--- config.mk ---
export PLATFORM = sky130hd
export DESIGN_NAME = switch_input_buffer_flat
export DESIGN_NICKNAME = d
export VERILOG_FILES = /design/src/rtl/switch_input_buffer_if.sv /design/src/rtl/switch_input_buffer.sv /design/src/flat_wrapper.sv
export SDC_FILE = /design/constraint.sdc
export NUM_CORES = 1
export LEC_CHECK = 0
export BUFFER_PORTS_ARGS = -buffer_cell sky130_fd_sc_hd__buf_4
export CORE_ASPECT_RATIO = 0.9
export CORE_UTILIZATION = 54
export CTS_BUF_LIST = sky130_fd_sc_hd__clkbuf_16
export CTS_CLUSTER_DIAMETER = 150
export DETAILED_ROUTE_END_ITERATION = 8
export GPL_TIMING_DRIVEN = 0
export PLACE_DENSITY = 0.75
export SYNTH_ARGS = -nofsm -noshare
export SYNTH_HDL_FRONTEND = slang
export SYNTH_SLANG_ARGS = --single-unit
--- constraint.sdc ---
create_clock -name clk -period 5.9 [get_ports clk]
set_input_delay 1.18 -clock clk [delete_from_list [all_inputs] [get_ports clk]]
set_output_delay 1.18 -clock clk [all_outputs]
set_load 0.05 [all_outputs]
--- src/rtl/switch_input_buffer_if.sv ---
// Flit handshake between the input-port register stage, the input buffer
// and the switch allocator/crossbar.
interface switch_input_buffer_if #(
  parameter int FLIT_WIDTH = 32,
  parameter int DEPTH_LOG2 = 3
);
  logic [FLIT_WIDTH-1:0] FLIT_in;
  logic                  VALID_in;
  logic                  FWDAUX1_in;
  logic                  BWDAUX1_out_c;
  logic                  BWDAUX2_out_c;
  logic                  BWDAUX3_out_c;
  logic [FLIT_WIDTH-1:0] FLIT_out;
  logic                  VALID_out;
  logic                  TAIL_out;
  logic                  HEAD_out;
  logic                  READY_in;
  logic [DEPTH_LOG2:0]   COUNT;

  modport slave (
    input  FLIT_in, VALID_in, FWDAUX1_in, READY_in,
    output BWDAUX1_out_c, BWDAUX2_out_c, BWDAUX3_out_c,
    output FLIT_out, VALID_out, TAIL_out, HEAD_out, COUNT
  );

  modport master (
    output FLIT_in, VALID_in, FWDAUX1_in, READY_in,
    input  BWDAUX1_out_c, BWDAUX2_out_c, BWDAUX3_out_c,
    input  FLIT_out, VALID_out, TAIL_out, HEAD_out, COUNT
  );
endinterface

--- src/rtl/switch_input_buffer.sv ---
// Per-input-port flit FIFO with stall/drop backpressure and a head-flit
// marker derived from a small packet-boundary FSM on the output side.
module switch_input_buffer #(
  parameter int FLIT_WIDTH   = 32,
  parameter int DEPTH_LOG2   = 3,
  parameter int STALL_MARGIN = 2
) (
  input  logic                 clk,
  input  logic                 rst,
  switch_input_buffer_if.slave bus
);
  localparam int DEPTH = 1 << DEPTH_LOG2;
  localparam logic [DEPTH_LOG2:0] FULL_CNT  = (DEPTH_LOG2+1)'(DEPTH);
  localparam logic [DEPTH_LOG2:0] STALL_CNT = (DEPTH_LOG2+1)'(DEPTH - STALL_MARGIN);

  typedef enum logic {S_IDLE, S_IN_PKT} pkt_state_t;

  // Each entry holds {tail, flit}
  logic [FLIT_WIDTH:0]   mem_q [DEPTH];
  logic [DEPTH_LOG2-1:0] wr_ptr_q, wr_ptr_d;
  logic [DEPTH_LOG2-1:0] rd_ptr_q, rd_ptr_d;
  logic [DEPTH_LOG2:0]   count_q, count_d;
  pkt_state_t            state_q;

  logic full, valid_out, head_tail, deq, enq, drop;

  always_comb begin
    full      = (count_q == FULL_CNT);
    valid_out = (count_q != '0);
    head_tail = mem_q[rd_ptr_q][FLIT_WIDTH];
    deq       = valid_out & bus.READY_in & ~rst;
    // A dequeue in the same cycle frees the slot, so a full buffer still accepts
    enq       = bus.VALID_in & (~full | deq) & ~rst;
    drop      = bus.VALID_in & full & ~deq & ~rst;

    wr_ptr_d = enq ? wr_ptr_q + 1'b1 : wr_ptr_q;
    rd_ptr_d = deq ? rd_ptr_q + 1'b1 : rd_ptr_q;
    count_d  = count_q;
    if (enq && !deq) begin
      count_d = count_q + 1'b1;
    end else if (deq && !enq) begin
      count_d = count_q - 1'b1;
    end
  end

  always_ff @(posedge clk) begin
    if (rst) begin
      wr_ptr_q <= '0;
      rd_ptr_q <= '0;
      count_q  <= '0;
    end else begin
      wr_ptr_q <= wr_ptr_d;
      rd_ptr_q <= rd_ptr_d;
      count_q  <= count_d;
    end
  end

  // Storage is deliberately not reset
  always_ff @(posedge clk) begin
    if (enq) begin
      mem_q[wr_ptr_q] <= {bus.FWDAUX1_in, bus.FLIT_in};
    end
  end

  always_ff @(posedge clk) begin
    if (rst) begin
      state_q <= S_IDLE;
    end else if (deq) begin
      case (state_q)
        S_IDLE:   if (!head_tail) state_q <= S_IN_PKT;
        S_IN_PKT: if (head_tail)  state_q <= S_IDLE;
        default:  state_q <= S_IDLE;
      endcase
    end
  end

  assign bus.FLIT_out      = mem_q[rd_ptr_q][FLIT_WIDTH-1:0];
  assign bus.TAIL_out      = head_tail;
  assign bus.VALID_out     = valid_out;
  assign bus.HEAD_out      = valid_out & (state_q == S_IDLE);
  assign bus.COUNT         = count_q;
  assign bus.BWDAUX1_out_c = (count_q >= STALL_CNT);
  assign bus.BWDAUX2_out_c = drop;
  assign bus.BWDAUX3_out_c = 1'b0;
endmodule
--- src/flat_wrapper.sv ---
// flat-port wrapper written by rule: the top's interface ports become plain ports
module switch_input_buffer_flat 
#(
  parameter int FLIT_WIDTH   = 32,
  parameter int DEPTH_LOG2   = 3,
  parameter int STALL_MARGIN = 2
)
  (clk, rst, bus_FLIT_in, bus_VALID_in, bus_FWDAUX1_in, bus_READY_in, bus_BWDAUX1_out_c, bus_BWDAUX2_out_c, bus_BWDAUX3_out_c, bus_FLIT_out, bus_VALID_out, bus_TAIL_out, bus_HEAD_out, bus_COUNT);
  switch_input_buffer_if #(.FLIT_WIDTH(FLIT_WIDTH), .DEPTH_LOG2(DEPTH_LOG2)) bus_i ();
  input  logic clk;
  input  logic rst;
  input wire logic [$bits(bus_i.FLIT_in)-1:0] bus_FLIT_in;
  input wire logic [$bits(bus_i.VALID_in)-1:0] bus_VALID_in;
  input wire logic [$bits(bus_i.FWDAUX1_in)-1:0] bus_FWDAUX1_in;
  input wire logic [$bits(bus_i.READY_in)-1:0] bus_READY_in;
  output wire logic [$bits(bus_i.BWDAUX1_out_c)-1:0] bus_BWDAUX1_out_c;
  output wire logic [$bits(bus_i.BWDAUX2_out_c)-1:0] bus_BWDAUX2_out_c;
  output wire logic [$bits(bus_i.BWDAUX3_out_c)-1:0] bus_BWDAUX3_out_c;
  output wire logic [$bits(bus_i.FLIT_out)-1:0] bus_FLIT_out;
  output wire logic [$bits(bus_i.VALID_out)-1:0] bus_VALID_out;
  output wire logic [$bits(bus_i.TAIL_out)-1:0] bus_TAIL_out;
  output wire logic [$bits(bus_i.HEAD_out)-1:0] bus_HEAD_out;
  output wire logic [$bits(bus_i.COUNT)-1:0] bus_COUNT;
  assign bus_i.FLIT_in = bus_FLIT_in;
  assign bus_i.VALID_in = bus_VALID_in;
  assign bus_i.FWDAUX1_in = bus_FWDAUX1_in;
  assign bus_i.READY_in = bus_READY_in;
  assign bus_BWDAUX1_out_c = bus_i.BWDAUX1_out_c;
  assign bus_BWDAUX2_out_c = bus_i.BWDAUX2_out_c;
  assign bus_BWDAUX3_out_c = bus_i.BWDAUX3_out_c;
  assign bus_FLIT_out = bus_i.FLIT_out;
  assign bus_VALID_out = bus_i.VALID_out;
  assign bus_TAIL_out = bus_i.TAIL_out;
  assign bus_HEAD_out = bus_i.HEAD_out;
  assign bus_COUNT = bus_i.COUNT;
  switch_input_buffer #(.FLIT_WIDTH(FLIT_WIDTH), .DEPTH_LOG2(DEPTH_LOG2), .STALL_MARGIN(STALL_MARGIN)) u_core (.clk(clk), .rst(rst), .bus(bus_i));
endmodule
# After elaboration in Yosys (flattened, before gate mapping)
# Memory sizes are Yosys's and may differ from the RTL's. A register that Yosys moved wholly into a read port is not among the register bits.
# Index checks and enable logic that the tools add are counted.
# Widths: inputs -> output; s select.
dict set report classes {
  mux 7
  eq_ne 1
  bitwise 13
  n_addsub 4
  n_reduce_logical 6
  order_cmp 1
}
# op n
set ops {}
lappend ops {{$and 1x1->1} 8}
lappend ops {{$mux 4} 2}
lappend ops {{$add 3x1->3 const B} 2}
lappend ops {{$mux 3} 2}
lappend ops {{$add 4x1->4 const B} 1}
lappend ops {{$eq 4x4->1 const B} 1}
lappend ops {{$ge 4x3->1 const B} 1}
lappend ops {{$not 1->1} 4}
lappend ops {{$reduce_bool 4->1} 1}
lappend ops {{$sub 4x1->4 const B} 1}
lappend ops {{$mux 1} 3}
lappend ops {{$logic_and 1x1->1} 2}
lappend ops {{$logic_not 1->1} 2}
lappend ops {{$reduce_bool 2->1} 1}
lappend ops {{$or 1x1->1} 1}
dict set report word_totals {
  ram_bits 264
  input_bits 37
  elab_cells 37
  register_bits 11
  n_memories 1
  output_inout_bits 42
}
# memory words width read_ports rd_clocked_by_memory_dff write_ports line_no
set memory_table {}
lappend memory_table {u_core.mem_q 8 33 1 1 1 switch_input_buffer.sv:19} ;# logic [FLIT_WIDTH:0] mem_q [DEPTH];

# Depth between registers and ports, before layout
dict set report logic_depth {
  ltp_word 10
  depth_mapped 10
  depth_no_buf 10
}

# Worst setup path before layout
# Ideal clock, no wire load.
dict set report synth_path {
  kind {input to register}
  start {input port rst}
  end {memory u_core.mem_q[0][0] in the netlist's numbering (enable)}
  path_slack_ns 0.298
  setup_ns 0.518
  required_ns 5.382
  n_path_buf 0
  stages 3
  t_arrival_ns 5.085
  path_cell_list {nand2b_1 -> and3_1 -> nor4b_1}
}
dict set report synth_via {
  elab_chain_cells 7
}
# element line_no
set synth_lines {}
lappend synth_lines {{start, declared} flat_wrapper.sv:11} ;# input logic rst;
lappend synth_lines {{$not 1->1 *} {switch_input_buffer.sv:31, switch_input_buffer.sv:33}}
lappend synth_lines {{$and 1x1->1} switch_input_buffer.sv:31} ;# deq = valid_out & bus.READY_in & ~rst;
lappend synth_lines {{$or 1x1->1} switch_input_buffer.sv:33} ;# enq = bus.VALID_in & (~full | deq) & ~rst;
lappend synth_lines {{$and 1x1->1} switch_input_buffer.sv:33}
lappend synth_lines {{$and 1x1->1 *} switch_input_buffer.sv:33}
lappend synth_lines {{$mux 1 *} switch_input_buffer.sv:60} ;# if (enq) begin
lappend synth_lines {{$mux 1 (implied by the code) *} switch_input_buffer.sv:61} ;# mem_q[wr_ptr_q] <= {bus.FWDAUX1_in, bus.FLIT_in};
lappend synth_lines {{end, declared} switch_input_buffer.sv:19}
# Every way passes the cells marked *; elsewhere a longest branch is shown, timed or not.

==> results.cfg <==
[status]
status = complete, no violations

[floorplan]
ioPinCount = 79
die_width_um = 152
start_util = 0.559
die_h_um = 137
core_mm2 = 0.0195
die_area_mm2 = 0.0207
placementRows = 48

[worst_setup_path]
worst_setup_path_start_kind = register
cp.required_ps = 4720
r2r_end = u_core.bus.COUNT[3]
endpoint_kind = output pin
path_cells = buf_2, buf_1, mux4_1, mux2_2, buf_4
r2r_slack_ps = 3100
crit_path_max_incr_delay_ps = 610
crit_type = reg -> out
crit_path_end = bus_FLIT_out[19]
rr_startpoint = u_core.bus.COUNT[0]
critPathMaxFanout = 10
r2r_cells = 10
cp_slowest_cell = buf_1
cp.arrival_ps = 2650

[placed_design]
place_hpwl_um = 13300
gp_congestion = 0.754
dp_slack_ps = 2190
dp_cells = 824
dpl_cell_area_mm2 = 0.0121
numPortBuffers = 77

[sta]
max_slew_margin = 0.282
final_hold_viol_count = 0
rsz0062_at_grt = no
tightest_slew_ps = 1070
skew_ps = 8.42
setup-tns-final_ps = 0
setup_slack_ps = 2070
slew_viol_final = 0
fin_crit_ps = 3830
fmax_mhz = 261
setup_viol = 0
timing.final.crit_share = 0.649

[routing]
ant_nets = 0
drt_first_iter_violations = 290
vias = 5118
wire_per_inst_um = 23.4
vias_per_cell = 5.87
route.detailed.drc = 0
drt-total-wl_um = 20400
first_pass_iters = 5

[power_and_ir_drop]
power_density_mw_per_mm2 = 403
power_mw = 5.21
cellLeakagePower_nw = 4.38
seq_power_share = 0.443
p_sw_mw = 1.52
p_comb_frac = 0.254
p_sw_frac = 0.292
p_int_mw = 3.69
clock_power_share = 0.303
ir_drop_mv = 0.268

[final_layout]
register_area_mm2 = 0.00821
area_growth_pct = 18.8
nFillCells = 1249
stdcell_area_mm2 = 0.0129
multi_input_area_mm2 = 0.00257
fin_cells = 872
num_antenna_cells = 0
drive_above_1_share = 0.320
final_nets = 646

[global_routing]
antenna_found_initial = 0
overflow = 0
grt_pass1_vias = 5356
grt_max_degree = 20
grt_pass1_wl_um = 30900
grtUsageTotal = 0.208

[clock_network]
post_cts_buffers = 0
cts_buffers = 27
htreeDepth = 1
numClockSinks = 278
clockBufferDepth = 3
cts_root_buffer = clkbuf_16
clk_latency_ps = 520
cts_tree = yes
clk_pin_slew_worst_paths_ps = 60
cts_hold_buf = 0
cts_resized = 0

[synth]
synth_top_area_frac = 0.729
yosysSeqAreaShare = 0.754
synth.avg_cell_area_um2 = 23.1
synth_area_leaders = edfxtp_1, mux4_1, mux2_2
yosysTopAreaCell = edfxtp_1
ys_warn_count = 0
synth.net_count = 513
synth.distinct_cells = 35
syn_area_mm2 = 0.0109
ys_ff_latch = 278
synthCells = 470

[job]
maxCapViolCount = 0

[hold_path]
hold_path_class = reg -> reg
==> metrics by stage <==
| step | utilization | hold WS [ps] |
|---|---|---|
| global route | 0.665 | 551 |
| detailed placement | 0.623 | 516 |
| CTS | 0.665 | 530 |
| global placement | 0.605 | 514 |
| floorplan | - | 475 |
| finish | 0.665 | 525 |
==> final cells by class <==
| class | instances | area share |
|---|---|---|
| flip-flops and latches | 278 | 0.635 |
| multi-input cells | 166 | 0.198 |
| repair buffers | 104 | 0.0675 |
| clock buffers | 27 | 0.0522 |
| well taps | 250 | 0.0242 |
| clock inverters | 21 | 0.0108 |
| plain buffers | 21 | 0.0105 |
| inverters | 5 | 0.00145 |
==> worst max-delay path: cells and delay by family, from the launching register on <==
family,cells,cell delay (ps)
mux,2,730
flops,1,360
buf+inv,3,1040
==> worst min-delay path by stage <==
stage	from	endpoint	slack [ps]	depth (start not counted)
finish	u_core.rd_ptr_q[2]	register	530	2
global route	u_core.rd_ptr_q[2]	register	550	2
floorplan	u_core.rd_ptr_q[1]	register	480	2
CTS	u_core.rd_ptr_q[2]	register	530	2
detailed placement	u_core.rd_ptr_q[2]	u_core.rd_ptr_q[2]	520	2
global placement	u_core.rd_ptr_q[2]	u_core.rd_ptr_q[2]	510	2
==> placed cells by master (no fill, tap or decap), types with 11 or more instances in the layout <==
cell / instances
dfxtp_1: 14
inv_1: 11
clkbuf_16: 27
buf_4: 91
edfxtp_1: 264
buf_6: 17
nor2_1: 18
mux4_1: 58
mux2_2: 34
==> registers in the layout, indices dropped and copies added, names as in the netlist, named ones only <==
register          count
u_core.wr_ptr_q       3
u_core.state_q        1
u_core.mem_q        264
u_core.bus.COUNT      4
u_core.rd_ptr_q       3
==> routing by layer <==
| layer | wire [um] | GRT usage | vias to the layer above |
|---|---|---|---|
| met5 | 0 | 0 | - |
| met3 | 957 | 0.0327 | 33 |
| met4 | 486 | 0.0605 | 0 |
| li1 | - | - | 2289 |
| met1 | 8720 | 0.280 | 2660 |
| met2 | 10300 | 0.354 | 136 |
==> synth_stat cells <==
library cell,n
xor2_1,1
nor4_1,2
a211oi_1,1
fa_1,1
a21o_1,1
nor4_4,1
or3b_2,1
nor3b_1,1
buf_1,4
ha_1,5
buf_4,1
xnor2_1,5
nor4b_1,1
buf_6,7
mux4_2,8
mux2_2,34
and3_1,1
a21oi_1,2
nor2_1,20
inv_1,5
buf_2,1
mux4_1,58
mux2i_1,2
clkbuf_1,8
a31oi_1,2
nand2_1,4
conb_1,1
a311oi_1,1
dfxtp_1,14
edfxtp_1,264
nor3_1,4
nand3_1,3
nand2b_1,3
nor2b_1,1
o21ai_0,2
==> cell families (layout without fill, tap and decap cells) <==
group | after synthesis | count (layout) | synth area share
flops | 278 | 278 | 0.754
buf+inv | 26 | 178 | 0.0143
xor+xnor | 6 | 6 | 0.00483
other cells | 1 | 1 | 0.000345
simple gates | 42 | 42 | 0.0198
fa+ha+maj | 6 | 6 | 0.00759
compound gates | 9 | 9 | 0.00518
mux | 102 | 102 | 0.194
==> power groups by stage <==
stage | clock network (mW) | logic (mW) | registers [mW]
after global routing | 1.68 | 1.40 | 2.32
after detailed placement | 0 | 1.33 | 2.35
after global placement | 0 | 1.28 | 2.35
final | 1.58 | 1.32 | 2.31
after floorplan | 0 | 0.911 | 2.39
after CTS | 1.61 | 1.34 | 2.31
(Power assumes the default switching activity.)
